[src/rtl/texel_fetch_sequencer_pkg.sv]
// Shared encodings for the texel fetch sequencer: FSM states, fetch modes, last-index values.
// Default data/coordinate/address widths live here so the top and address generator agree.
package texel_fetch_sequencer_pkg;

  localparam int TFS_ROW_W   = 96;
  localparam int TFS_COORD_W = 16;
  localparam int TFS_ADDR_W  = 32;

  typedef enum logic [1:0] {
    TFS_IDLE = 2'd0,
    TFS_ADDR = 2'd1,
    TFS_REQ  = 2'd2,
    TFS_DONE = 2'd3
  } tfs_state_e;

  localparam logic TFS_MODE_SINGLE = 1'b0;
  localparam logic TFS_MODE_QUAD   = 1'b1;

  localparam logic [1:0] TFS_LAST_SINGLE = 2'd0;
  localparam logic [1:0] TFS_LAST_QUAD   = 2'd3;

  function automatic logic [1:0] tfs_last_index(input logic quad);
    return (quad == TFS_MODE_QUAD) ? TFS_LAST_QUAD : TFS_LAST_SINGLE;
  endfunction

endpackage

[src/rtl/tfs_address_gen.sv]
// Neighbour-coordinate select and linear address (base + y*width + x), registered on load_i.
// Edge policy is clamp-to-edge, or repeat addressing when THEIA_TFS_TEXWRAP_EN is defined.
module tfs_address_gen
  import texel_fetch_sequencer_pkg::*;
#(
  parameter int COORD_W = TFS_COORD_W,
  parameter int ADDR_W  = TFS_ADDR_W
) (
  input  logic               clk_i,
  input  logic               rst_i,
  input  logic               load_i,
  input  logic [1:0]         index_i,
  input  logic [COORD_W-1:0] u_i,
  input  logic [COORD_W-1:0] v_i,
  input  logic [COORD_W-1:0] width_i,
  input  logic [COORD_W-1:0] height_i,
  input  logic [ADDR_W-1:0]  base_i,
  output logic [ADDR_W-1:0]  addr_o
);

  localparam logic [COORD_W-1:0] C_ONE = 1;

  logic [COORD_W:0]     u_inc, v_inc;
  logic [COORD_W-1:0]   u_nb, v_nb, x, y;
  logic [2*COORD_W-1:0] row_off;
  logic [ADDR_W-1:0]    addr_d, addr_q;

  always_comb begin
    // One extra bit so u+1 at the top of the coordinate range cannot alias to 0.
    u_inc = {1'b0, u_i} + {1'b0, C_ONE};
    v_inc = {1'b0, v_i} + {1'b0, C_ONE};
`ifdef THEIA_TFS_TEXWRAP_EN
    u_nb = (u_inc >= {1'b0, width_i})  ? '0 : u_inc[COORD_W-1:0];
    v_nb = (v_inc >= {1'b0, height_i}) ? '0 : v_inc[COORD_W-1:0];
`else
    u_nb = (u_inc >= {1'b0, width_i})  ? width_i - C_ONE  : u_inc[COORD_W-1:0];
    v_nb = (v_inc >= {1'b0, height_i}) ? height_i - C_ONE : v_inc[COORD_W-1:0];
`endif
    x       = index_i[0] ? u_nb : u_i;
    y       = index_i[1] ? v_nb : v_i;
    row_off = {{COORD_W{1'b0}}, y} * {{COORD_W{1'b0}}, width_i};
    addr_d  = base_i + ADDR_W'(row_off) + ADDR_W'(x);
  end

  always_ff @(posedge clk_i or posedge rst_i) begin
    if (rst_i) begin
      addr_q <= '0;
    end else if (load_i) begin
      addr_q <= addr_d;
    end
  end

  assign addr_o = addr_q;

endmodule

[src/rtl/texel_fetch_sequencer.sv]
// Fetches one texel or a 2x2 quad from TMEM, one request at a time, and presents all rows with a done pulse.
// Neighbour edge handling: clamp by default, wrap when THEIA_TFS_TEXWRAP_EN is defined.
module texel_fetch_sequencer
  import texel_fetch_sequencer_pkg::*;
#(
  parameter int ROW_W   = TFS_ROW_W,
  parameter int COORD_W = TFS_COORD_W,
  parameter int ADDR_W  = TFS_ADDR_W
) (
  input  logic               Clock,
  input  logic               Reset,
  input  logic               iStart,
  input  logic               iQuad,
  input  logic [COORD_W-1:0] iU,
  input  logic [COORD_W-1:0] iV,
  input  logic [COORD_W-1:0] iTexWidth,
  input  logic [COORD_W-1:0] iTexHeight,
  input  logic [ADDR_W-1:0]  iTexBase,
  output logic               oTMEMDataRequest,
  output logic [ROW_W-1:0]   oTMEMReadAddress,
  input  logic               iTMEMDataAvailable,
  input  logic [ROW_W-1:0]   iTMEMReadData,
  output logic [ROW_W-1:0]   oTexel0,
  output logic [ROW_W-1:0]   oTexel1,
  output logic [ROW_W-1:0]   oTexel2,
  output logic [ROW_W-1:0]   oTexel3,
  output logic               oBusy,
  output logic               oDone
);

  tfs_state_e         state_q;
  logic               quad_q;
  logic [COORD_W-1:0] u_q, v_q, w_q, h_q;
  logic [ADDR_W-1:0]  base_q;
  logic [1:0]         idx_q;
  logic               req_q, busy_q, done_q;
  logic [ROW_W-1:0]   texel_q [4];
  logic [ADDR_W-1:0]  addr;

  tfs_address_gen #(
    .COORD_W (COORD_W),
    .ADDR_W  (ADDR_W)
  ) u_addr_gen (
    .clk_i    (Clock),
    .rst_i    (Reset),
    .load_i   (state_q == TFS_ADDR),
    .index_i  (idx_q),
    .u_i      (u_q),
    .v_i      (v_q),
    .width_i  (w_q),
    .height_i (h_q),
    .base_i   (base_q),
    .addr_o   (addr)
  );

  always_ff @(posedge Clock or posedge Reset) begin
    if (Reset) begin
      state_q <= TFS_IDLE;
      quad_q  <= TFS_MODE_SINGLE;
      u_q     <= '0;
      v_q     <= '0;
      w_q     <= '0;
      h_q     <= '0;
      base_q  <= '0;
      idx_q   <= '0;
      req_q   <= 1'b0;
      busy_q  <= 1'b0;
      done_q  <= 1'b0;
      for (int i = 0; i < 4; i++) texel_q[i] <= '0;
    end else begin
      case (state_q)
        TFS_IDLE: begin
          done_q <= 1'b0;
          if (iStart) begin
            quad_q  <= iQuad;
            u_q     <= iU;
            v_q     <= iV;
            w_q     <= iTexWidth;
            h_q     <= iTexHeight;
            base_q  <= iTexBase;
            idx_q   <= '0;
            busy_q  <= 1'b1;
            state_q <= TFS_ADDR;
          end
        end
        // Address register loads this cycle, so the request rises together with it.
        TFS_ADDR: begin
          req_q   <= 1'b1;
          state_q <= TFS_REQ;
        end
        TFS_REQ: begin
          if (iTMEMDataAvailable) begin
            texel_q[idx_q] <= iTMEMReadData;
            req_q          <= 1'b0;
            if (idx_q == tfs_last_index(quad_q)) begin
              done_q  <= 1'b1;
              state_q <= TFS_DONE;
            end else begin
              idx_q   <= idx_q + 2'd1;
              state_q <= TFS_ADDR;
            end
          end
        end
        TFS_DONE: begin
          done_q  <= 1'b0;
          busy_q  <= 1'b0;
          state_q <= TFS_IDLE;
        end
        default: state_q <= TFS_IDLE;
      endcase
    end
  end

  assign oTMEMDataRequest = req_q;
  assign oTMEMReadAddress = {{(ROW_W-ADDR_W){1'b0}}, addr};
  assign oTexel0          = texel_q[0];
  assign oTexel1          = texel_q[1];
  assign oTexel2          = texel_q[2];
  assign oTexel3          = texel_q[3];
  assign oBusy            = busy_q;
  assign oDone            = done_q;

endmodule

[config.mk]
export PLATFORM = sky130hd
export DESIGN_NAME = texel_fetch_sequencer
export DESIGN_NICKNAME = d
export VERILOG_FILES = /design/src/rtl/texel_fetch_sequencer_pkg.sv /design/src/rtl/tfs_address_gen.sv /design/src/rtl/texel_fetch_sequencer.sv
export SDC_FILE = /design/constraint.sdc
export NUM_CORES = 2
export LEC_CHECK = 0
export ABC_AREA = 1
export CAP_MARGIN = 10
export CORE_AREA = 5 5 264 266
export CTS_BUF_LIST = sky130_fd_sc_hd__clkbuf_4 sky130_fd_sc_hd__clkbuf_8
export DETAILED_ROUTE_END_ITERATION = 16
export DIE_AREA = 0 0 269 271
export GPL_TIMING_DRIVEN = 0
export HOLD_SLACK_MARGIN = 0.06
export PLACE_DENSITY_LB_ADDON = 0.08
export SLEW_MARGIN = 5
export SYNTH_ARGS = -nofsm -noshare
export SYNTH_HDL_FRONTEND = slang
export SYNTH_SLANG_ARGS = --single-unit
[constraint.sdc]
create_clock -name Clock -period 33.3 [get_ports Clock]
set_input_delay 6.66 -clock Clock [delete_from_list [all_inputs] [get_ports Clock]]
set_output_delay 6.66 -clock Clock [all_outputs]
set_load 0.05 [all_outputs]
After elaboration in Yosys (flattened, before gate mapping)
Cells that the tools add are included. W data, S select, Z words.

$add $sub $neg: 7. Multiply operators: 1. Order comparisons: 4. Equality and inequality tests: 8. Mux-type cells: 23. Bitwise gates (word level): 1. Reduce and logical (&&, ||, !) cells: 14.

Operator list (count): $bwmux W384 (1); $demux W96 S2 (1); $mux W96 (1); $mux W16 (4); $add A16 B1 Y17 const B (2); $ge A17 B16 Y1 (2); $add A32 B16 Y32 (1); $add A32 B32 Y32 (1); $mul A16 B16 Y32 (1); $sub A16 B1 Y16 const B (2); $mux W2 (7); $reduce_and A2 Y1 (5); $ne A2 B2 Y1 const B (4); $pmux W2 S4 (1); $reduce_bool A2 Y1 (4); $pmux W1 S2 (3); $eq A2 B2 Y1 const B (2); $mux W1 (4); $pmux W2 S2 (1); $reduce_and A4 Y1 (1); $ge A3 B3 Y1 const B (1); $lt A3 B1 Y1 const B (1); $not A2 Y3 (1); $reduce_and A3 Y1 (1); 6 further kinds (6).

Bits in registers: 520. Logic and storage cells: 74.

Depth between registers and ports, before layout
Depth in word-level cells: 7. Mapped depth: 44.

Modules after synthesis
Synthesis repeated with hierarchy kept, for this count alone.

Cells, all modules: 3595. Area, all modules: 32673.8 µm².

By module, submodules not included: texel_fetch_sequencer (times used 1, cells an instance 1666, area an instance 18403.9 µm², seq. area each 12211.7 µm²); tfs_address_gen (times used 1, cells an instance 1929, area an instance 14269.9 µm², seq. area each 800.8 µm²).

Worst setup path after synthesis
Ideal clock, no wire load.

Path kind: input to register. Start: input iTMEMDataAvailable. End: register texel_q, in the netlist oTexel0[10]. Library setup time: 83 ps. Arrival: 7544 ps. Slack: 25674 ps. Stages: 7. Cell sequence: nand2_1 inv_1 nand2_1 clkbuf_1 clkbuf_1 nand2_1 o21ai_0.

Cells in the longest elaborated chain, start to end: 1.

RTL lines: from (decl) (line texel_fetch_sequencer.sv:21) `input logic iTMEMDataAvailable,`; $reduce_and A2 Y1 (no source line); to (signal, indexed assignment) (line texel_fetch_sequencer.sv:93) `texel_q[idx_q] <= iTMEMReadData;`; to (decl) (line texel_fetch_sequencer.sv:37) `logic [ROW_W-1:0] texel_q [4];`.

Every way passes these cells. A chain may end at the register's enable or synchronous reset.

Worst setup path in the final report
Start: register v_q[1]. End: register u_addr_gen.addr_q[18], in the netlist u_addr_gen.addr_o[18].

Cells in the longest elaborated chain, start to end: 7.

RTL lines: from (decl) (line texel_fetch_sequencer.sv:33) `logic [COORD_W-1:0] u_q, v_q, w_q, h_q;`; from (signal assigned) (line texel_fetch_sequencer.sv:77) `v_q <= iV;`; $add A16 B1 Y17 (line tfs_address_gen.sv:31) `v_inc = {1'b0, v_i} + {1'b0, C_ONE};`; $ge A17 B16 Y1 (line tfs_address_gen.sv:37) `v_nb = (v_inc >= {1'b0, height_i}) ? height_i - C_ONE : v_inc[COORD_W-1:0];`; $mux W16 (line tfs_address_gen.sv:37); $mux W16 * (line tfs_address_gen.sv:40) `y = index_i[1] ? v_nb : v_i;`; $mul A16 B16 Y32 * (line tfs_address_gen.sv:41) `row_off = {{COORD_W{1'b0}}, y} * {{COORD_W{1'b0}}, width_i};`; $add A32 B32 Y32 * (line tfs_address_gen.sv:42) `addr_d = base_i + ADDR_W'(row_off) + ADDR_W'(x);`; $add A32 B16 Y32 * (line tfs_address_gen.sv:42); to (signal assigned) (line tfs_address_gen.sv:49) `addr_q <= addr_d;`; to (decl) (line tfs_address_gen.sv:26) `logic [ADDR_W-1:0] addr_d, addr_q;`.

Every way passes the cells marked *; elsewhere a longest branch is shown, timed or not.

==> impl_results.md <==
* Yosys top cell area share at 40.5%
* Hold Fails Final Rpt at 0
* FILL cells at 6010
* Root Buffer: clkbuf_8
* Worst Path Arrival at 9.50 ns
* WL per Instance at 22.8 um
* Shortest period the worst path allows at 8.92 ns
* Most used cell, CP: fa_1
* Routed Antenna Nets at 0
* Final worst path period share at 26.8%
* CTS Hold Buffers Added at 0
* Largest net degree at the start of global routing at 122
* Leading area contributor after synthesis: dfrtp_1
* Max-Cap Viols at 0
* Share of cells above drive strength 1 at 6.16%
* Ranking of synthesized cells by area: dfrtp_1 (41%), fa_1 (15%), nand2_1 (9.7%)
* Crit path launch: v_q[1]
* Core ar. at 66800 um2
* Status: finished, final reports clean
* # port buffers at 615
* Post-synthesis cell type count at 39
* Most common cell in the netlist: nand2_1
* R2R Setup Slk at 24.38 ns
* H-tree depth at 3
* Warnings from Yosys at 0
* Max-slew violation count at 0
* Die Wd at 269 um
* Critical path class: reg2reg
* Syn_area_per_cell at 8.62 um2
* Total congestion overflow at 0
* Seq/Total Area, Yosys at 40.5%
* Reg2reg start: v_q[1]
* I/O Pins at 680
* Crit path max-delay family: adder cells
* CP peak stage delay at 0.57 ns
* Max_slew headroom at 24.9%
* Share of flip-flops with an asynchronous set or reset at 100%
* FP Rows at 95
* Max Buffers Root-to-Sink at 3
* Initial core utilization at 48.1%
* Routability congestion estimate at 0.984
* Clock latency on the worst-skew pair at 0.73 ns
* CP Data Required Time at 33.88 ns
* Setup skew after layout at 0.0478 ns
* Initial antenna violation count at 19
* Number of synthesized register bits at 520
* Final setup fails at 0
* Synth cell count leaders: nand2_1 (833), inv_1 (577), dfrtp_1 (520)
* Area grow syn2layout at 29.7%
* Vias in the first global route at 29900
* Hold_sp: u_addr_gen.addr_o[3]
* Crit-path max FO at 10
* Initial drt markers at 2203
* First-pass GRT wire length at 187000 um
* Worst R2R End: u_addr_gen.addr_o[18]
* Synth Flop Type: dfrtp_1
* Cells on worst reg2reg path at 34
* Clk slew on worst S/H paths at 0.06 ns
* Hpwl dp at 98000 um
* Synth Instances at 3725
* EDFF count, synth at 0
* Post-CTS setup buffer count at 0
* Via count at 28600
* Post_cts resized at 0
* Die Span Y at 271 um
* CP Depth at 34
* Cell Area, Synth at 32100 um2
* Pre-antenna DRT Iters at 5
* Die ar. at 72900 um2
* Startpoint type of the worst setup path: flop
* Final setup TNS at 0 ns
* Worst-Margin Slew at 1.13 ns
* Final net count at 5078
* Hold crit path type: reg2reg
* Vias/cell at 5.25
* CP endpoint kind: flop
* CP Capture Point: u_addr_gen.addr_o[18]
* Unrepaired setup endpoints after global routing: no
* Gr usage total at 34.0%
* DRC at 0
* TritonCTS clock tree: done
* Achievable Freq at 112 MHz
* Clk sinks at 520
* CP max-delay cell: fa_1
* Worst Path Buf+Inv at 4
* TritonCTS buffer count at 90
* Post-Route WL at 124000 um
[layout make-up]
cell class	count	area, um2	share of cell area, %
repair buffers	619	6270	15.0
clock buffers	137	1700	4.09
clock inverters	21	194	0.466
flip-flops and latches	520	13000	31.2
diodes	11	27.5	0.0661
multi-input cells	2454	16000	38.5
inverters	586	2210	5.30
plain buffers	228	1130	2.72
well taps	873	1090	2.62
[logic make-up (layout without fill, tap and decap cells)]
family,count (synthesis),count (layout),synth area share (%)
AND/OR/NAND/NOR,1326,1326,17.1
buffers and inverters,814,1591,10.4
AO/OA/AOI/OAI,627,627,9.99
flip-flops,520,520,40.5
adder cells (fa/ha/maj),382,382,20.5
XOR/XNOR,55,55,1.50
other,1,75,0.0117
[layout by cell type (no fill, tap or decap), types with 10 or more instances in the layout]
cell and n:
nand3_1 184, clkbuf_4 29, clkinv_2 12, diode_2 11, buf_4 68, inv_1 576
nand4_1 11, clkbuf_1 138, xor2_1 51, o21ai_0 498, buf_1 11, dfrtp_1 520
ha_1 141, conb_1 64, or2_2 10, buf_2 10, clkbuf_8 108, nand2_1 833
clkdlybuf4s50_1 615, nor2_1 230, nand3_2 11, nor3_1 23, fa_1 241, a21oi_1 96
[registers in the layout, summed over array words and instances, names as in the netlist, 32 cells and up]
signal             flops
oTexel0               96
u_addr_gen.addr_o     32
oTexel2               96
base_q                32
oTexel1               96
oTexel3               96
[through the flow]
| stage | setup WS, ns | cell area, um2 | hold WS [ns] | instances | utilization (%) |
|---|---|---|---|---|---|
| 3_3_place_gp | 5.23 | 39600 | 0.455 | 5276 | 59.3 |
| 5_1_grt | 23.91 | 41600 | 0.489 | 5449 | 62.3 |
| 4_1_cts | 24.50 | 41600 | 0.476 | 5438 | 62.3 |
| 3_5_place_dp | 23.89 | 39700 | 0.462 | 5280 | 59.5 |
| 2_1_floorplan | 12.11 | 32400 | 0.455 | 3788 | - |
| 6_report | 24.38 | 41600 | 0.470 | 5449 | 62.3 |
[worst reg2reg max path: cells and delay by family (launching register included)]
family                     cells  cell delay, ns
xor gates and xnor gates       2            0.54
and+or+nand+nor               12            1.98
DFF                            1            0.45
adders and majority gates      9            4.10
buffers and inverters          4            0.31
AOI/OAI and AO/OA              7            1.42
[per-layer routing]
metal / up-vias / GRT usage [%] / wire (um) / part of all wire [%]
li1: 13000 / - / - / -
met1: 14100 / 39.4 / 45500 / 37
met2: 1133 / 56.8 / 60500 / 49
met3: 344 / 10.4 / 10200 / 8.2
met4: 14 / 17.6 / 7710 / 6.2
met5: - / 0 / 92 / 0.074
[worst min-delay path by stage]
stage               slack, ns  cells past startpoint                   end
finish                   0.47                      2  u_addr_gen.addr_o[3]
global placement         0.46                      2  u_addr_gen.addr_o[2]
floorplan                0.46                      2            base_q[17]
global route             0.49                      2  u_addr_gen.addr_o[5]
CTS                      0.48                      2  u_addr_gen.addr_o[3]
detailed placement       0.46                      2  u_addr_gen.addr_o[3]
Power is not shown: default switching activity piles up to over one toggle a cycle in this logic, so the estimate is an artifact.
